<file path="config.mk">
export PLATFORM = sky130hd
export DESIGN_NAME = pipearch_ctrl_regfile
export DESIGN_NICKNAME = d
export VERILOG_FILES = /design/src/rtl/pipearch_ctrl_pkg.sv /design/src/rtl/pipearch_axil_slave_if.sv /design/src/rtl/pipearch_ctrl_regfile.sv
export SDC_FILE = /design/constraint.sdc
export NUM_CORES = 1
export LEC_CHECK = 0
export ABC_AREA = 1
export CELL_PAD_IN_SITES_DETAIL_PLACEMENT = 0
export CELL_PAD_IN_SITES_GLOBAL_PLACEMENT = 1
export CORE_MARGIN = 8
export CORE_UTILIZATION = 34
export CTS_CLUSTER_SIZE = 40
export DETAILED_ROUTE_END_ITERATION = 6
export PLACE_DENSITY_LB_ADDON = 0.1
export SYNTH_ARGS = -nofsm -noshare
export SYNTH_HDL_FRONTEND = slang
export SYNTH_SLANG_ARGS = --single-unit
</file>
<file path="constraint.sdc">
create_clock -name clk -period 28.5 [get_ports clk]
set_input_delay 7.125 -clock clk [delete_from_list [all_inputs] [get_ports clk]]
set_output_delay 7.125 -clock clk [all_outputs]
set_load 0.02 [all_outputs]
</file>
<file path="src/rtl/pipearch_ctrl_pkg.sv">
// pipearch_ctrl_pkg: address map, CTRL bit positions and shared types for the
// PipeArch kernel control slave.
package pipearch_ctrl_pkg;

    localparam logic [31:0] ADDR_CTRL     = 32'h00;
    localparam logic [31:0] ADDR_GIE      = 32'h04;
    localparam logic [31:0] ADDR_IER      = 32'h08;
    localparam logic [31:0] ADDR_ISR      = 32'h0C;
    localparam logic [31:0] ADDR_RUNS     = 32'h10;
    localparam logic [31:0] ADDR_CFG_BASE = 32'h20;

    localparam int CTRL_AP_START     = 0;
    localparam int CTRL_AP_DONE      = 1;
    localparam int CTRL_AP_IDLE      = 2;
    localparam int CTRL_AP_READY     = 3;
    localparam int CTRL_AUTO_RESTART = 7;

    // Wide enough to index up to 32 config registers.
    localparam int CFG_IDX_W = 5;

    typedef logic [63:0] cfg_reg_t;

endpackage

</file>
<file path="src/rtl/pipearch_axil_slave_if.sv">
// pipearch_axil_slave_if: AXI4-Lite handshake front end. AW and W are each held
// in a one-deep register; the register-file write strobe fires in the cycle both
// are available (held or handshaking now). Reads return data one cycle after AR.
module pipearch_axil_slave_if #(
    parameter int ADDR_W = 8
) (
    input  logic              clk,
    input  logic              reset,
    input  logic              awvalid,
    output logic              awready,
    input  logic [ADDR_W-1:0] awaddr,
    input  logic              wvalid,
    output logic              wready,
    input  logic [31:0]       wdata,
    input  logic [3:0]        wstrb,
    output logic              bvalid,
    input  logic              bready,
    output logic [1:0]        bresp,
    input  logic              arvalid,
    output logic              arready,
    input  logic [ADDR_W-1:0] araddr,
    output logic              rvalid,
    input  logic              rready,
    output logic [31:0]       rdata,
    output logic [1:0]        rresp,
    output logic              wr_en,
    output logic [ADDR_W-1:0] wr_addr,
    output logic [31:0]       wr_data,
    output logic [3:0]        wr_strb,
    output logic              rd_en,
    output logic [ADDR_W-1:0] rd_addr,
    input  logic [31:0]       rd_data
);

    logic              aw_held;
    logic              w_held;
    logic [ADDR_W-1:0] aw_addr_q;
    logic [31:0]       w_data_q;
    logic [3:0]        w_strb_q;
    logic              aw_hs;
    logic              w_hs;

    // Readies are forced low during reset so every output reads 0 then.
    assign awready = !reset && !aw_held && !bvalid;
    assign wready  = !reset && !w_held && !bvalid;
    assign arready = !reset && !rvalid;
    assign bresp   = 2'b00;
    assign rresp   = 2'b00;

    assign aw_hs   = awvalid && awready;
    assign w_hs    = wvalid && wready;

    // A beat arriving this cycle bypasses its holding register.
    assign wr_en   = (aw_held || aw_hs) && (w_held || w_hs);
    assign wr_addr = aw_held ? aw_addr_q : awaddr;
    assign wr_data = w_held ? w_data_q : wdata;
    assign wr_strb = w_held ? w_strb_q : wstrb;

    assign rd_en   = arvalid && arready;
    assign rd_addr = araddr;

    // Write channel control: hold flags and the B response.
    always_ff @(posedge clk or posedge reset) begin
        if (reset) begin
            aw_held <= 1'b0;
            w_held  <= 1'b0;
            bvalid  <= 1'b0;
        end else if (wr_en) begin
            aw_held <= 1'b0;
            w_held  <= 1'b0;
            bvalid  <= 1'b1;
        end else begin
            if (aw_hs)
                aw_held <= 1'b1;
            if (w_hs)
                w_held <= 1'b1;
            if (bvalid && bready)
                bvalid <= 1'b0;
        end
    end

    // Holding registers for a beat that arrives before its partner.
    always_ff @(posedge clk) begin
        if (aw_hs)
            aw_addr_q <= awaddr;
        if (w_hs) begin
            w_data_q <= wdata;
            w_strb_q <= wstrb;
        end
    end

    // Read channel: capture register-file data on the AR handshake.
    always_ff @(posedge clk or posedge reset) begin
        if (reset) begin
            rvalid <= 1'b0;
            rdata  <= 32'h0;
        end else if (rd_en) begin
            rvalid <= 1'b1;
            rdata  <= rd_data;
        end else if (rvalid && rready) begin
            rvalid <= 1'b0;
        end
    end

endmodule

</file>
<file path="src/rtl/pipearch_ctrl_regfile.sv">
// pipearch_ctrl_regfile: AXI4-Lite control register file and start/done
// sequencer for PipeArch kernels. NUM_REGS 64-bit config registers, busy
// write-lock, auto-restart and a completed-run counter.
// Optional interrupt block (GIE/IER/ISR, interrupt pin) is built when the
// macro PIPEARCH_CTRL_IRQ_EN is defined; otherwise those offsets read 0.
module pipearch_ctrl_regfile
    import pipearch_ctrl_pkg::*;
#(
    parameter int NUM_REGS                   = 8,
    parameter int C_S_AXI_CONTROL_ADDR_WIDTH = 8,
    parameter int C_S_AXI_CONTROL_DATA_WIDTH = 32
) (
    input  logic                                    clk,
    input  logic                                    reset,
    input  logic                                    s_axi_control_AWVALID,
    output logic                                    s_axi_control_AWREADY,
    input  logic [C_S_AXI_CONTROL_ADDR_WIDTH-1:0]   s_axi_control_AWADDR,
    input  logic                                    s_axi_control_WVALID,
    output logic                                    s_axi_control_WREADY,
    input  logic [C_S_AXI_CONTROL_DATA_WIDTH-1:0]   s_axi_control_WDATA,
    input  logic [C_S_AXI_CONTROL_DATA_WIDTH/8-1:0] s_axi_control_WSTRB,
    output logic                                    s_axi_control_BVALID,
    input  logic                                    s_axi_control_BREADY,
    output logic [1:0]                              s_axi_control_BRESP,
    input  logic                                    s_axi_control_ARVALID,
    output logic                                    s_axi_control_ARREADY,
    input  logic [C_S_AXI_CONTROL_ADDR_WIDTH-1:0]   s_axi_control_ARADDR,
    output logic                                    s_axi_control_RVALID,
    input  logic                                    s_axi_control_RREADY,
    output logic [C_S_AXI_CONTROL_DATA_WIDTH-1:0]   s_axi_control_RDATA,
    output logic [1:0]                              s_axi_control_RRESP,
    output logic [64*NUM_REGS-1:0]                  config_data,
    output logic [NUM_REGS-1:0]                     config_en,
    input  logic                                    ctrl_idle,
    input  logic                                    ctrl_done,
    output logic                                    interrupt
);

    localparam int          AW      = C_S_AXI_CONTROL_ADDR_WIDTH;
    localparam logic [31:0] CFG_END = ADDR_CFG_BASE + 32'(8 * NUM_REGS);

    logic          wr_en, rd_en;
    logic [AW-1:0] wr_addr, rd_addr;
    logic [31:0]   wr_data, rd_data;
    logic [3:0]    wr_strb;

    cfg_reg_t      cfg_q [NUM_REGS];
    logic          ap_start, ap_done, auto_restart;
    logic [31:0]   run_count;
    logic          launch_p0;

    logic [31:0]          wa_al, ra_al;
    logic                 wr_ctrl, wr_cfg, wr_hi, rd_ctrl, rd_cfg, rd_hi, start_set;
    logic [CFG_IDX_W-1:0] wr_idx, rd_idx;

    pipearch_axil_slave_if #(.ADDR_W(AW)) u_axil (
        .clk     (clk),
        .reset   (reset),
        .awvalid (s_axi_control_AWVALID),
        .awready (s_axi_control_AWREADY),
        .awaddr  (s_axi_control_AWADDR),
        .wvalid  (s_axi_control_WVALID),
        .wready  (s_axi_control_WREADY),
        .wdata   (s_axi_control_WDATA),
        .wstrb   (s_axi_control_WSTRB),
        .bvalid  (s_axi_control_BVALID),
        .bready  (s_axi_control_BREADY),
        .bresp   (s_axi_control_BRESP),
        .arvalid (s_axi_control_ARVALID),
        .arready (s_axi_control_ARREADY),
        .araddr  (s_axi_control_ARADDR),
        .rvalid  (s_axi_control_RVALID),
        .rready  (s_axi_control_RREADY),
        .rdata   (s_axi_control_RDATA),
        .rresp   (s_axi_control_RRESP),
        .wr_en   (wr_en),
        .wr_addr (wr_addr),
        .wr_data (wr_data),
        .wr_strb (wr_strb),
        .rd_en   (rd_en),
        .rd_addr (rd_addr),
        .rd_data (rd_data)
    );

    function automatic logic [31:0] merge_bytes(input logic [31:0] old_w,
                                                input logic [31:0] new_w,
                                                input logic [3:0]  strb);
        logic [31:0] res;
        for (int b = 0; b < 4; b++)
            res[8*b +: 8] = strb[b] ? new_w[8*b +: 8] : old_w[8*b +: 8];
        return res;
    endfunction

    // Word-aligned address decode for both channels.
    assign wa_al     = 32'(wr_addr) & 32'hFFFF_FFFC;
    assign ra_al     = 32'(rd_addr) & 32'hFFFF_FFFC;
    assign wr_ctrl   = wr_en && (wa_al == ADDR_CTRL);
    assign wr_cfg    = wr_en && (wa_al >= ADDR_CFG_BASE) && (wa_al < CFG_END);
    assign wr_idx    = CFG_IDX_W'((wa_al - ADDR_CFG_BASE) >> 3);
    assign wr_hi     = wa_al[2];
    assign rd_ctrl   = rd_en && (ra_al == ADDR_CTRL);
    assign rd_cfg    = (ra_al >= ADDR_CFG_BASE) && (ra_al < CFG_END);
    assign rd_idx    = CFG_IDX_W'((ra_al - ADDR_CFG_BASE) >> 3);
    assign rd_hi     = ra_al[2];
    // Start is W1S and only honoured while idle; a concurrent done sees ap_start=1.
    assign start_set = wr_ctrl && wr_strb[0] && wr_data[CTRL_AP_START] && !ap_start;

    for (genvar g = 0; g < NUM_REGS; g++) begin : g_cfg_out
        assign config_data[64*g +: 64] = cfg_q[g];
    end

    // Config registers: byte-strobed writes, locked while a run is in progress.
    always_ff @(posedge clk or posedge reset) begin
        if (reset) begin
            for (int i = 0; i < NUM_REGS; i++)
                cfg_q[i] <= '0;
        end else if (wr_cfg && !ap_start) begin
            for (int i = 0; i < NUM_REGS; i++) begin
                if (wr_idx == CFG_IDX_W'(i)) begin
                    if (wr_hi)
                        cfg_q[i][63:32] <= merge_bytes(cfg_q[i][63:32], wr_data, wr_strb);
                    else
                        cfg_q[i][31:0] <= merge_bytes(cfg_q[i][31:0], wr_data, wr_strb);
                end
            end
        end
    end

    // Run sequencer: start/done/auto-restart, run counter and config-load pulse.
    always_ff @(posedge clk or posedge reset) begin
        if (reset) begin
            ap_start     <= 1'b0;
            ap_done      <= 1'b0;
            auto_restart <= 1'b0;
            run_count    <= 32'h0;
            launch_p0    <= 1'b0;
            config_en    <= '0;
        end else begin
            if (start_set)
                ap_start <= 1'b1;
            else if (ctrl_done && !auto_restart)
                ap_start <= 1'b0;
            if (wr_ctrl && wr_strb[0])
                auto_restart <= wr_data[CTRL_AUTO_RESTART];
            if (ctrl_done)
                ap_done <= 1'b1;
            else if (rd_ctrl)
                ap_done <= 1'b0;
            if (ctrl_done)
                run_count <= run_count + 32'd1;
            // p0: ap_start has just risen; the load pulse follows one cycle later.
            launch_p0 <= start_set;
            config_en <= {NUM_REGS{launch_p0 || (ctrl_done && auto_restart && ap_start)}};
        end
    end

`ifdef PIPEARCH_CTRL_IRQ_EN
    logic gie_q, ier_q, isr_q, isr_d, irq_q;
    logic wr_gie, wr_ier, wr_isr;

    assign wr_gie = wr_en && (wa_al == ADDR_GIE) && wr_strb[0];
    assign wr_ier = wr_en && (wa_al == ADDR_IER) && wr_strb[0];
    assign wr_isr = wr_en && (wa_al == ADDR_ISR) && wr_strb[0];

    // ISR next state: a done event wins over a toggle in the same cycle.
    always_comb begin
        isr_d = isr_q;
        if (ctrl_done && ier_q)
            isr_d = 1'b1;
        else if (wr_isr && wr_data[0])
            isr_d = !isr_q;
    end

    // Interrupt enables, status and the registered interrupt line.
    always_ff @(posedge clk or posedge reset) begin
        if (reset) begin
            gie_q <= 1'b0;
            ier_q <= 1'b0;
            isr_q <= 1'b0;
            irq_q <= 1'b0;
        end else begin
            if (wr_gie)
                gie_q <= wr_data[0];
            if (wr_ier)
                ier_q <= wr_data[0];
            isr_q <= isr_d;
            irq_q <= gie_q && isr_d;
        end
    end

    assign interrupt = irq_q;
`else
    assign interrupt = 1'b0;
`endif

    // Read data mux; unmapped offsets return 0.
    always_comb begin
        rd_data = 32'h0;
        if (ra_al == ADDR_CTRL) begin
            rd_data[CTRL_AP_START]     = ap_start;
            rd_data[CTRL_AP_DONE]      = ap_done;
            rd_data[CTRL_AP_IDLE]      = ctrl_idle;
            rd_data[CTRL_AP_READY]     = ap_done;
            rd_data[CTRL_AUTO_RESTART] = auto_restart;
        end
        if (ra_al == ADDR_RUNS)
            rd_data = run_count;
`ifdef PIPEARCH_CTRL_IRQ_EN
        if (ra_al == ADDR_GIE)
            rd_data = {31'h0, gie_q};
        if (ra_al == ADDR_IER)
            rd_data = {31'h0, ier_q};
        if (ra_al == ADDR_ISR)
            rd_data = {31'h0, isr_q};
`else
        if (ra_al == ADDR_GIE || ra_al == ADDR_IER || ra_al == ADDR_ISR)
            rd_data = 32'h0;
`endif
        if (rd_cfg) begin
            for (int i = 0; i < NUM_REGS; i++) begin
                if (rd_idx == CFG_IDX_W'(i))
                    rd_data = rd_hi ? cfg_q[i][63:32] : cfg_q[i][31:0];
            end
        end
    end

endmodule

</file>
== Word-level counts from Yosys, hierarchy flattened ==
Index checks and enable logic that the tools add are counted.

* Mux-type cells: 36
* Equal/unequal tests: 18
* Reduce and logical (&&, ||, !) cells: 109
* Multiply operators: 0
* $lt $le $gt $ge: 4
* Bitwise gates (word level): 1
* Divide/modulo/power cells: 0
* Shifts and indexed selects: 0
* Add/sub/neg operators: 3

{| class="wikitable"
|+ Operators with widths
! operator !! count
|-
| $mux 32 || 20
|-
| $reduce_and 4->1 || 64
|-
| $logic_not 32->1 || 2
|-
| $eq 5x3->1 const B || 8
|-
| $add 32x1->32 const B || 1
|-
| $logic_and 1x1->1 || 23
|-
| $eq 5x2->1 const B || 4
|-
| $ge 8x6->1 const B || 2
|-
| $lt 8x7->1 const B || 2
|-
| $sub 8x6->8 const B || 2
|-
| $mux 1 || 13
|-
| $eq 6x2->1 const B || 2
|-
| $reduce_bool 2->1 || 6
|-
| $eq 5x1->1 const B || 2
|-
| $logic_not 5->1 || 2
|-
| $mux 4 || 2
|-
| $mux 8 || 1
|-
| $logic_not 1->1 || 7
|-
| $eq 6x1->1 const B || 1
|-
| $eq 6x3->1 const B || 1
|-
| $logic_or 1x1->1 || 5
|-
| $not 1->1 || 1
|}

* Output and inout bits: 562
* Memory bits (writable): 0
* Flip-flop bits (word level): 629
* Input bits: 61
* Latch bits: 0
* Bits in read-only memories: 0
* Memories kept: 0

== Logic depth before layout (Yosys ltp) ==
* Depth in word-level cells: 13
* Depth in mapped cells: 14
* Gate-level depth less buffers: 12

== Hierarchy ==
A second synthesis with hierarchy kept.

* Cells, all modules: 3339
* Area, all modules: 28925.2 um^2

{| class="wikitable"
|+ By module, submodules not included
! module !! cells an instance !! area each (um^2) !! seq. area each (um^2) !! times used
|-
| pipearch_ctrl_regfile || 2978 || 25494.5 || 13738.2 || 1
|-
| pipearch_axil_slave_if || 361 || 3430.8 || 2222.1 || 1
|}

== Worst setup path after synthesis ==
Ideal clock, no wire load.

* Kind: input -> output
* Start: input port reset
* End: output port s_axi_control_AWREADY
* Data required time: 21.375 ns
* Setup slack: -0.368 ns
* Cell stages on the path: 3
* Data arrival time: 21.743 ns
* Path through: inv_1 > nand2_1 > nor2_1

* Cells in the longest elaborated chain, start to end: 3

{| class="wikitable"
|+ Ends and longest elaborated chain
! element !! line !! text
|-
| start, declared || pipearch_ctrl_regfile.sv:14 || <nowiki>input logic reset,</nowiki>
|-
| $logic_not 1->1 || pipearch_axil_slave_if.sv:44 || <nowiki>assign awready = !reset && !aw_held && !bvalid;</nowiki>
|-
| $logic_and 1x1->1 (2 in series) || pipearch_axil_slave_if.sv:44 ||
|-
| end, declared || pipearch_ctrl_regfile.sv:16 || <nowiki>output logic s_axi_control_AWREADY,</nowiki>
|}

No other way between the ends.

== Final worst setup path ==
* Start: input port reset
* End: output port s_axi_control_WREADY

* Cells in the longest elaborated chain, start to end: 3

{| class="wikitable"
|+ Ends and longest elaborated chain
! element !! line !! text
|-
| $logic_not 1->1 || pipearch_axil_slave_if.sv:45 || <nowiki>assign wready = !reset && !w_held && !bvalid;</nowiki>
|-
| $logic_and 1x1->1 (2 in series) || pipearch_axil_slave_if.sv:45 ||
|-
| end, declared || pipearch_ctrl_regfile.sv:19 || <nowiki>output logic s_axi_control_WREADY,</nowiki>
|}

No other way between the ends.

==> metrics.yaml <==
critical_path_required_ns: 21.38
ys_seq_area_share_pct: 55.9
power_density_nw_per_um2: 68.5
clkSlewWorstSetupHoldPaths_ns: 0.06
p_leak_uw: 0.0167
ir_worst_vdd_mv: 0.0405
fin_area_um2: 37800
slew_headroom_pct: 24.9
start_kind: "primary input"
holdWs_ns: 0.444
holdPathEnd: "config_en[0]"
netlist_instances: 3270
power_frac_clock_pct: 38.2
start_util_pct: 34.2
maxCapViolations: 0
cts_root_buffer: "clkbuf_16"
synth-edff-count: 42
drc: 0
layout_common_cells: "nand2_1, clkdlybuf4s50_1, dfrtp_1"
first_pass_iters: 7
grt-ovfl-total: 0
postRouteAntennaNets: 0
synthSimpleGateAreaFrac_pct: 22.6
synth_warnings: 0
fillCellCount: 8312
rows: 106
switching_share_pct: 33.1
synthFlopType: "dfrtp_1"
ios: 623
antenna_found_initial: 0
portBuffers: 613
synth_cell_type_count: 39
coreArea_um2: 83200
clock_path_buffers: 3
reg2reg_from: "u_axil.w_held"
slew_violations: 0
grt_pass1_vias: 24800
grt_max_degree: 170
switchingPower_uw: 857
worstSkewPairLatency_ns: 0.63
drive_gt1_share_pct: 8.98
fin_skew_ns: 0.0223
cts_tree: "built"
die-area_um2: 93100
fin_util_pct: 45.5
worstSetupPathType: "primary input to primary output"
syn_to_final_growth_pct: 33.0
tightest_slew_ns: 1.10
post_drt_wl_per_cell_um: 25.0
cts_buffers: 75
synth_top_family_by_area: "simple AND/OR/NAND/NOR gates"
reg2reg_to: "config_data[319]"
antenna_cells: 0
synthesis.area_um2: 28400
pwr-share-seq_pct: 40.0
min_from: "launch_p0"
startpoint: "reset"
setup_viol: 0
dpl_cell_area_um2: 35300
rrSetupSlack_ns: 24.86
grt_pass1_wl_mm: 179
intPower_uw: 1730
multi_input_area_um2: 11100
setup_tns_ns: 0
wl_mm: 123
yosys-top-cells-area: "dfrtp_1, nand2_1, o21ai_0"
vias: 24900
muxShareOfSynthArea_pct: 0.423
synth_top_area_share_pct: 51.5
synth_top_cell_by_area: "dfrtp_1"
whs_path_depth: 1
cp_max_fo: 6
cp-end-kind: "primary output"
ys_async_sr_fraction_pct: 93.3
synth-xor-area-share_pct: 0.924
cts_setup_buffers: 0
grt_usage_pct: 25.8
outcome: "finished, final reports clean"
synth_compound_area_share_pct: 14.8
register_area_um2: 15900
mostFrequentLayoutCell: "nand2_1"
min_period_over_period_pct: 55.9
place_hpwl_mm: 90.9
period_minus_slack_ns: 15.94
die_w_um: 305
ys_ff_latch: 627
cts_resized: 0
htree_levels: 3
pwr-share-comb_pct: 21.8
rsz0062_at_grt: "false"
cts_hold_buf: 0
synth-adder-area-share_pct: 0.0440
finalHoldViolCount: 0
clock_sinks: 627
max_freq_mhz: 62.7
r2r_cells: 10
die_h_um: 305
nets: 3853
vias_per_cell: 5.05
drt_iter0_drc: 1520
holdCritPathClass: "flip-flop to flip-flop"
gp_congestion: 0.854
total_power_uw: 2590
cp_data_arrival_time_ns: 8.82
syn_avg_cell_area_um2: 8.69
==> cells by family (layout without fill, tap and decap cells) <==
group,count (synthesis),count (layout)
other cells,1,5
fa+ha+maj,1,1
buf+inv,355,932
compound gates,753,753
flops,627,627
mux,12,12
xor+xnor,30,30
simple gates,1491,1491
==> area by class of cell <==
| cell class | instances | area share (%) |
|---|---|---|
| timing repair buffer | 644 | 17.0 |
| inverter | 151 | 1.53 |
| tap | 1080 | 3.57 |
| sequential | 627 | 42.1 |
| multi-input combinational | 2292 | 29.3 |
| clock inverter | 27 | 0.801 |
| clock buffer | 110 | 5.82 |
==> power by group through the flow <==
stage                     logic (uW)  clock network (uW)  registers (uW)
after floorplan                  224                   0            1100
after global placement           574                   0            1050
after detailed placement         576                   0            1050
after CTS                        578                1010            1030
after global routing             612                1040            1040
final                            565                 989            1030
==> cell usage after synthesis, types with 42 or more instances <==
cell and instances:
o21ai_0 553, edfxtp_1 42, nor3_1 69, clkbuf_1 148, or2_2 147, o211ai_1 143, nand4_1 53, inv_1 145
dfrtp_1 585, nor2_1 194, nand3_1 53, nand2_1 948
==> routing by layer <==
| metal | global-route usage, % | routed length (um) |
|---|---|---|
| met1 | 30.5 | 48900 |
| met2 | 45.6 | 62200 |
| met3 | 7.78 | 9150 |
| met4 | 6.60 | 3140 |
| met5 | 0 | 0 |
==> worst max-delay path, cell delays in order <==
cell             delay (ns)
clkdlybuf4s50_1        0.53
clkinvlp_4             0.26
nand2_1                0.27
nor2_1                 0.06
clkdlybuf4s50_1        0.56
==> sequential cells by signal, indices dropped and copies added (netlist names) <==
name              flops
config_en             1
u_axil.rvalid         1
u_axil.rdata         32
auto_restart          1
ap_start              1
u_axil.aw_addr_q      6
u_axil.w_strb_q       4
ap_done               1
config_data         512
run_count            32
u_axil.aw_held        1
u_axil.bvalid         1
u_axil.w_held         1
u_axil.w_data_q      32
launch_p0             1
==> how the worst max path moves through the flow <==
stage,endpoint,slack (ns),depth (start not counted)
6_report,s_axi_control_WREADY,12.56,5
5_1_grt,s_axi_control_WREADY,12.47,5
4_1_cts,s_axi_control_WREADY,12.51,5
3_5_place_dp,s_axi_control_WREADY,12.52,5
3_3_place_gp,s_axi_control_WREADY,12.50,5
2_1_floorplan,s_axi_control_AWREADY,4.36,3
==> stage by stage <==
step	cells	setup WS (ns)
after floorplan	3274	4.36
after global placement	4794	12.50
after detailed placement	4794	12.52
after CTS	4931	12.51
after global routing	4931	12.47
final	4931	12.56
(Power assumes the default switching activity.)
